$ cat src/rtl/mips_bus_pkg.sv
// Shared address map, register offsets and STATUS layout for the data-bus responder.
package mips_bus_pkg;

    localparam logic [27:0] IO_PAGE  = 28'hFFFF000;
    localparam logic [15:0] RAM_PAGE = 16'h0000;

    // Word offsets within the IO page (addr[3:2]).
    typedef enum logic [1:0] {
        REG_TXDATA = 2'd0,
        REG_STATUS = 2'd1,
        REG_TIMER  = 2'd2,
        REG_CTRL   = 2'd3
    } io_reg_e;

    // STATUS bit positions.
    localparam int unsigned ST_EMPTY     = 0;
    localparam int unsigned ST_FULL      = 1;
    localparam int unsigned ST_OVF       = 2;
    localparam int unsigned ST_COUNT_LSB = 8;

    // CTRL bit positions.
    localparam int unsigned CTRL_OVF_CLR = 0;
    localparam int unsigned CTRL_TEN     = 1;

    function automatic logic [31:0] pack_status(input logic [7:0] count,
                                                input logic       ovf,
                                                input logic       full,
                                                input logic       empty);
        logic [31:0] s;
        s                          = '0;
        s[ST_COUNT_LSB+7:ST_COUNT_LSB] = count;
        s[ST_OVF]                  = ovf;
        s[ST_FULL]                 = full;
        s[ST_EMPTY]                = empty;
        return s;
    endfunction

endpackage

$ cat src/rtl/mips_dbus_responder_byte_fifo.sv
// Byte FIFO with wrap-around pointers; head is visible combinationally on dout.
module byte_fifo #(
    parameter int unsigned DEPTH = 8,
    parameter int unsigned WIDTH = 8
) (
    input  logic                       clk,
    input  logic                       reset,
    input  logic                       push,
    input  logic [WIDTH-1:0]           din,
    input  logic                       pop,
    output logic [WIDTH-1:0]           dout,
    output logic                       empty,
    output logic                       full,
    output logic [$clog2(DEPTH):0]     count
);

    localparam int unsigned AW = $clog2(DEPTH);

    logic [WIDTH-1:0] mem_q [DEPTH];
    logic [AW-1:0]    wr_ptr_q, wr_ptr_d;
    logic [AW-1:0]    rd_ptr_q, rd_ptr_d;
    logic [AW:0]      count_q,  count_d;
    logic             pop_eff;
    logic             push_eff;

    assign empty = (count_q == '0);
    assign full  = (count_q == (AW+1)'(DEPTH));
    assign count = count_q;
    assign dout  = empty ? '0 : mem_q[rd_ptr_q];

    // Pop only when data is present; a push into a full FIFO lands only if a pop frees the slot.
    always_comb begin
        pop_eff  = pop & ~empty;
        push_eff = push & (~full | pop_eff);
        wr_ptr_d = wr_ptr_q;
        rd_ptr_d = rd_ptr_q;
        count_d  = count_q;
        if (push_eff) wr_ptr_d = wr_ptr_q + 1'b1;
        if (pop_eff)  rd_ptr_d = rd_ptr_q + 1'b1;
        case ({push_eff, pop_eff})
            2'b10:   count_d = count_q + 1'b1;
            2'b01:   count_d = count_q - 1'b1;
            default: count_d = count_q;
        endcase
    end

    // Pointer and occupancy registers.
    always_ff @(posedge clk or negedge reset) begin
        if (!reset) begin
            wr_ptr_q <= '0;
            rd_ptr_q <= '0;
            count_q  <= '0;
        end else begin
            wr_ptr_q <= wr_ptr_d;
            rd_ptr_q <= rd_ptr_d;
            count_q  <= count_d;
        end
    end

    // Storage; contents need no reset because dout is masked while empty.
    always_ff @(posedge clk) begin
        if (push_eff) mem_q[wr_ptr_q] <= din;
    end

endmodule

$ cat src/rtl/mips_dbus_responder.sv
// Data-bus responder: word RAM plus an IO page (TX FIFO, status, timer, control).
module mips_dbus_responder
    import mips_bus_pkg::*;
#(
    parameter int unsigned RAM_WORDS  = 64,
    parameter int unsigned FIFO_DEPTH = 8
) (
    input  logic        clk,
    input  logic        reset,
    input  logic [31:0] addr,
    input  logic        memwrite,
    input  logic [31:0] writedata,
    output logic [31:0] readdata,
    output logic        tx_valid,
    output logic [7:0]  tx_data,
    input  logic        tx_ready
);

    localparam int unsigned RAM_AW = $clog2(RAM_WORDS);
    localparam int unsigned CNT_W  = $clog2(FIFO_DEPTH) + 1;

    logic              ram_hit;
    logic              io_hit;
    io_reg_e           io_reg;
    logic [RAM_AW-1:0] ram_idx;
    logic [31:0]       ram_q [RAM_WORDS];

    logic              fifo_push;
    logic              fifo_pop;
    logic              fifo_empty;
    logic              fifo_full;
    logic [CNT_W-1:0]  fifo_count;
    logic [15:0]       count_ext;
    logic              drop;

    logic              ten_q,   ten_d;
    logic              ovf_q,   ovf_d;
    logic [31:0]       timer_q, timer_d;
    logic              unused_addr;

    assign ram_hit     = (addr[31:16] == RAM_PAGE);
    assign io_hit      = (addr[31:4] == IO_PAGE);
    assign io_reg      = io_reg_e'(addr[3:2]);
    assign ram_idx     = addr[RAM_AW+1:2];
    assign unused_addr = ^addr;

    assign fifo_push = memwrite & io_hit & (io_reg == REG_TXDATA);
    assign fifo_pop  = tx_valid & tx_ready;
    assign tx_valid  = ~fifo_empty;
    assign drop      = fifo_push & fifo_full & ~fifo_pop;
    assign count_ext = 16'(fifo_count);

    byte_fifo #(
        .DEPTH (FIFO_DEPTH),
        .WIDTH (8)
    ) u_fifo (
        .clk   (clk),
        .reset (reset),
        .push  (fifo_push),
        .din   (writedata[7:0]),
        .pop   (fifo_pop),
        .dout  (tx_data),
        .empty (fifo_empty),
        .full  (fifo_full),
        .count (fifo_count)
    );

    // Word RAM: synchronous write, combinational read, no reset.
    always_ff @(posedge clk) begin
        if (memwrite && ram_hit) ram_q[ram_idx] <= writedata;
    end

    // Next-state for timer, timer enable and sticky overflow.
    always_comb begin
        ten_d   = ten_q;
        ovf_d   = ovf_q;
        timer_d = ten_q ? timer_q + 32'd1 : timer_q;
        if (memwrite && io_hit && io_reg == REG_TIMER) timer_d = writedata;
        if (memwrite && io_hit && io_reg == REG_CTRL) begin
            ten_d = writedata[CTRL_TEN];
            if (writedata[CTRL_OVF_CLR]) ovf_d = 1'b0;
        end
        // A dropped push overrides a same-cycle clear.
        if (drop) ovf_d = 1'b1;
    end

    // Control/timer registers.
    always_ff @(posedge clk or negedge reset) begin
        if (!reset) begin
            ten_q   <= 1'b1;
            ovf_q   <= 1'b0;
            timer_q <= '0;
        end else begin
            ten_q   <= ten_d;
            ovf_q   <= ovf_d;
            timer_q <= timer_d;
        end
    end

    // Load data mux.
    always_comb begin
        readdata = '0;
        if (ram_hit) begin
            readdata = ram_q[ram_idx];
        end else if (io_hit) begin
            case (io_reg)
                REG_TXDATA: readdata = '0;
                REG_STATUS: readdata = pack_status(count_ext[7:0], ovf_q, fifo_full, fifo_empty);
                REG_TIMER:  readdata = timer_q;
                REG_CTRL: begin
                    readdata           = '0;
                    readdata[CTRL_TEN] = ten_q;
                end
                default:    readdata = '0;
            endcase
        end
    end

endmodule

$ cat config.mk
export PLATFORM = sky130hd
export DESIGN_NAME = mips_dbus_responder
export DESIGN_NICKNAME = d
export VERILOG_FILES = /design/src/rtl/mips_bus_pkg.sv /design/src/rtl/mips_dbus_responder_byte_fifo.sv /design/src/rtl/mips_dbus_responder.sv
export SDC_FILE = /design/constraint.sdc
export NUM_CORES = 2
export LEC_CHECK = 0
export CORE_MARGIN = 3
export CORE_UTILIZATION = 55
export DETAILED_ROUTE_END_ITERATION = 16
export PLACE_DENSITY = 0.7
export SLEW_MARGIN = 20
export SYNTH_ARGS = -nofsm -noshare
export SYNTH_HDL_FRONTEND = slang
export SYNTH_SLANG_ARGS = --single-unit
$ cat constraint.sdc
create_clock -name clk -period 4.7 [get_ports clk]
set_clock_uncertainty 0.1 [all_clocks]
set_input_delay 0.94 -clock clk [delete_from_list [all_inputs] [get_ports clk]]
set_output_delay 0.94 -clock clk [all_outputs]
set_load 0.05 [all_outputs]
==> summary.md <==
| Metric | Value |
|---|---|
| Synth area leaders | `edfxtp_1 (76%), mux4_2 (13%), mux2i_1 (2.6%), dfrtp_1 (1.3%), nor2_1 (0.78%)` |
| Via density | `6.63` |
| CTS max path bufs | `3` |
| Worst r2r src | `timer_q[2]` |
| Final net count | `4706` |
| Slew Viols, Final | `0` |
| Placed cell count | `6421` |
| Die W | `396 um` |
| CP max stage cell | `mux4_2` |
| Hold_ws | `0.397 ns` |
| Post-Layout Cell Count | `6835` |
| Unrepaired setup endpoints after global routing | `true` |
| Final instance area | `99200 sq um` |
| CTS tree | `yes` |
| Syn Std Cell Area | `83800 sq um` |
| Die area | `157000 sq um` |
| Die Y | `396 um` |
| Most numerous cell in the Yosys netlist | `edfxtp_1` |
| Clk pin slew, worst setup/hold paths | `0.06 ns` |
| Maximum vdd drop | `0.346 mV` |
| Antenna-violating nets left | `0` |
| Clk root buf | `clkbuf_16` |
| CP Data Required Time | `3.66 ns` |
| H-tree depth | `4` |
| Slew @ Worst Pin | `1.10 ns` |
| Worst path most repeated cell | `buf_4` |
| Final period util | `0.999` |
| Setup CP Type | `primary input to output port` |
| Hold path start | `writedata[18]` |
| Synth area leader | `edfxtp_1` |
| # port buffers | `106` |
| Leakage | `0.0324 uW` |
| Worst setup margin | `0.00600 ns` |
| Min Tclk post-route | `4.69 ns` |
| Syn_area_per_cell | `21.2 sq um` |
| CP arrival | `3.65 ns` |
| WL/cell | `35.4 um` |
| Drt total wl | `242000 um` |
| Crit path cell chain | `buf_12 -> buf_4 -> buf_12 -> mux4_2 -> or4_1 -> o2111ai_1 -> a21oi_1 -> a22oi_2 -> o211ai_1 -> buf_4 -> buf_4` |
| Family with the most delay on the worst path | `buffers and inverters` |
| CP Capture Type | `output port` |
| Final-layout fill cell count | `9706` |
| First-pass GRT wire length | `338000 um` |
| Rows | `142` |
| Top FF cell, synth | `edfxtp_1` |
| Via count | `45329` |
| Detailed Route Iter0 Violations | `6144` |
| CP peak stage delay | `0.50 ns` |
| Post-synth EDFFs | `2112` |
| Worst-path fanout max | `12` |
| Largest net degree at the start of global routing | `66` |
| Layout cells sized above 1 | `0.324` |
| Vias in the first global route | `44090` |
| Gpl congestion | `0.985` |
| Max-cap violations | `0` |
| Buf+Inv Stages, Crit Path | `5` |
| Flops & latches, synth | `2156` |
| Core Region | `150000 sq um` |
| GRT overflow | `0` |
| Syn nets | `4029` |
| Hold Crit Class | `primary input to flip-flop` |
| Post-route DRC violation count | `0` |
| Async set or reset register ratio after synthesis | `0.0204` |
| Sequential fraction of the synthesis area | `0.770` |
| First-pass DRT Iterations | `6` |
| Initial antenna violation count | `10` |
| Clock Sinks | `2156` |
| CP startpoint | `addr[2]` |
| Total power | `40300 uW` |
| Max Clk Rate | `0.213 GHz` |
| Commonest cells in the synthesized netlist | `edfxtp_1 (2112), mux4_2 (468), mux2i_1 (215)` |
| Final setup violation count | `0` |
| GRT Total Usage | `0.309` |
| Mapped Cells | `3957` |
| Clock Latency Late Sink | `0.84 ns` |
| Initial core utilization | `0.557` |
| Unique cell type count in the Yosys netlist | `75` |
| HPWL Detailed | `154000 um` |
| Cell Pwr Density | `407 nW/um^2` |
| P&R area growth vs syn | `18.4%` |
| Final hold vios | `0` |
| I/O pins | `109` |
| Multi-input gate area in the final layout | `19000 sq um` |
| Slew headroom | `0.267` |
| DP Area | `91900 sq um` |
| CTS buffer count | `210` |
| FF+latch area | `64500 sq um` |
| Status | `finished clean` |
| Top cell type's share of synthesized area | `0.757` |
| Worst setup SP type | `primary input` |
| Warnings from Yosys | `0` |
| DP Worst Slack | `-0.382 ns` |
## state kept, by name, summed over array words and instances (netlist names)
| signal | flops |
|---|---|
| ovf_q | 1 |
| ram_q | 2048 |
| ten_q | 1 |
| timer_q | 32 |
| u_fifo.count | 4 |
| u_fifo.mem_q | 64 |
| u_fifo.rd_ptr_q | 3 |
| u_fifo.wr_ptr_q | 3 |
## cells in the final DEF, fill, tap and decap left out, drive strengths merged, types with 14 or more instances in the layout
cell | synthesis | routed
a211oi | 26 | 26
a21oi | 66 | 66
a221oi | 14 | 14
a22o | 18 | 18
a22oi | 83 | 83
buf | 132 | 642
bufinv | 0 | 15
clkbuf | 82 | 258
clkdlybuf4s50 | 0 | 35
clkinv | 1 | 107
dfrtp | 43 | 43
edfxtp | 2112 | 2112
inv | 8 | 14
mux2 | 20 | 20
mux2i | 215 | 215
mux4 | 468 | 468
nand2 | 88 | 88
nand3 | 50 | 50
nand4 | 31 | 31
nor2 | 175 | 175
nor2b | 24 | 24
nor3 | 22 | 22
o21ai | 34 | 34
o22ai | 49 | 49
xnor2 | 21 | 21
xor2 | 18 | 18
## final cells by class
| type | count | area share |
|---|---|---|
| antenna | 4 | 0.000101 |
| clock buffer | 258 | 0.0550 |
| clock inverter | 135 | 0.0127 |
| sequential | 2156 | 0.650 |
| inverter | 9 | 0.000341 |
| timing repair buffer | 679 | 0.0650 |
| multi-input combinational | 1578 | 0.191 |
| tap | 2016 | 0.0254 |
## through the flow
stage	util	TNS, ns
2_1_floorplan	-	0
3_3_place_gp	0.611	-2.29
3_5_place_dp	0.611	-2.28
4_1_cts	0.657	0
5_1_grt	0.659	-0.111
6_report	0.659	0
## path summary, 6_finish.rpt
path	end	slack (ns)	cells after the start
worst min register to register	u_fifo.wr_ptr_q[2]	0.40	1
worst max-delay path	readdata[17]	0.006	11
max in group asynchronous	timer_q[15]	3.11	3
min in group asynchronous	u_fifo.rd_ptr_q[2]	0.57	2
worst min-delay path	ram_q[31][18]	0.40	1
worst max register to register	timer_q[31]	1.99	6
## where the power goes
| part | internal, uW | switching [uW] | leakage, uW |
|---|---|---|---|
| clock | 9130 | 7220 | 0.00325 |
| combinational | 1120 | 1640 | 0.00974 |
| sequential | 21100 | 102 | 0.0194 |
| total | 31400 | 8960 | 0.0324 |
## routing by layer
metal	GRT usage	vias to the layer above	wire length, um	share of wire
met4	0.129	4	11800	0.049
met2	0.476	2912	113000	0.47
met5	0	-	34	0.00014
met1	0.435	23908	90000	0.37
met3	0.0695	469	26700	0.11
li1	-	18036	-	-
## logic make-up after synthesis
family / after synthesis / share of synthesized area
fa+ha+maj: 4 / 0.000597
simple gates: 474 / 0.0283
compound gates: 358 / 0.0296
buf+inv: 223 / 0.0131
flops: 2156 / 0.770
xor+xnor: 39 / 0.00408
mux: 703 / 0.154
## timing repair
action | in CTS | in global routing
endpoints found under the setup margin | 21 | 25
hold buffers | 1 | 0
pin swaps | 2 | 6
buffers inserted | 1 | 12
gates resized for setup | 26 | 52
hold endpoints to repair | 18 | 0
gates cloned | 2 | 0
No activity file was read; power rests on OpenSTA's default activity.
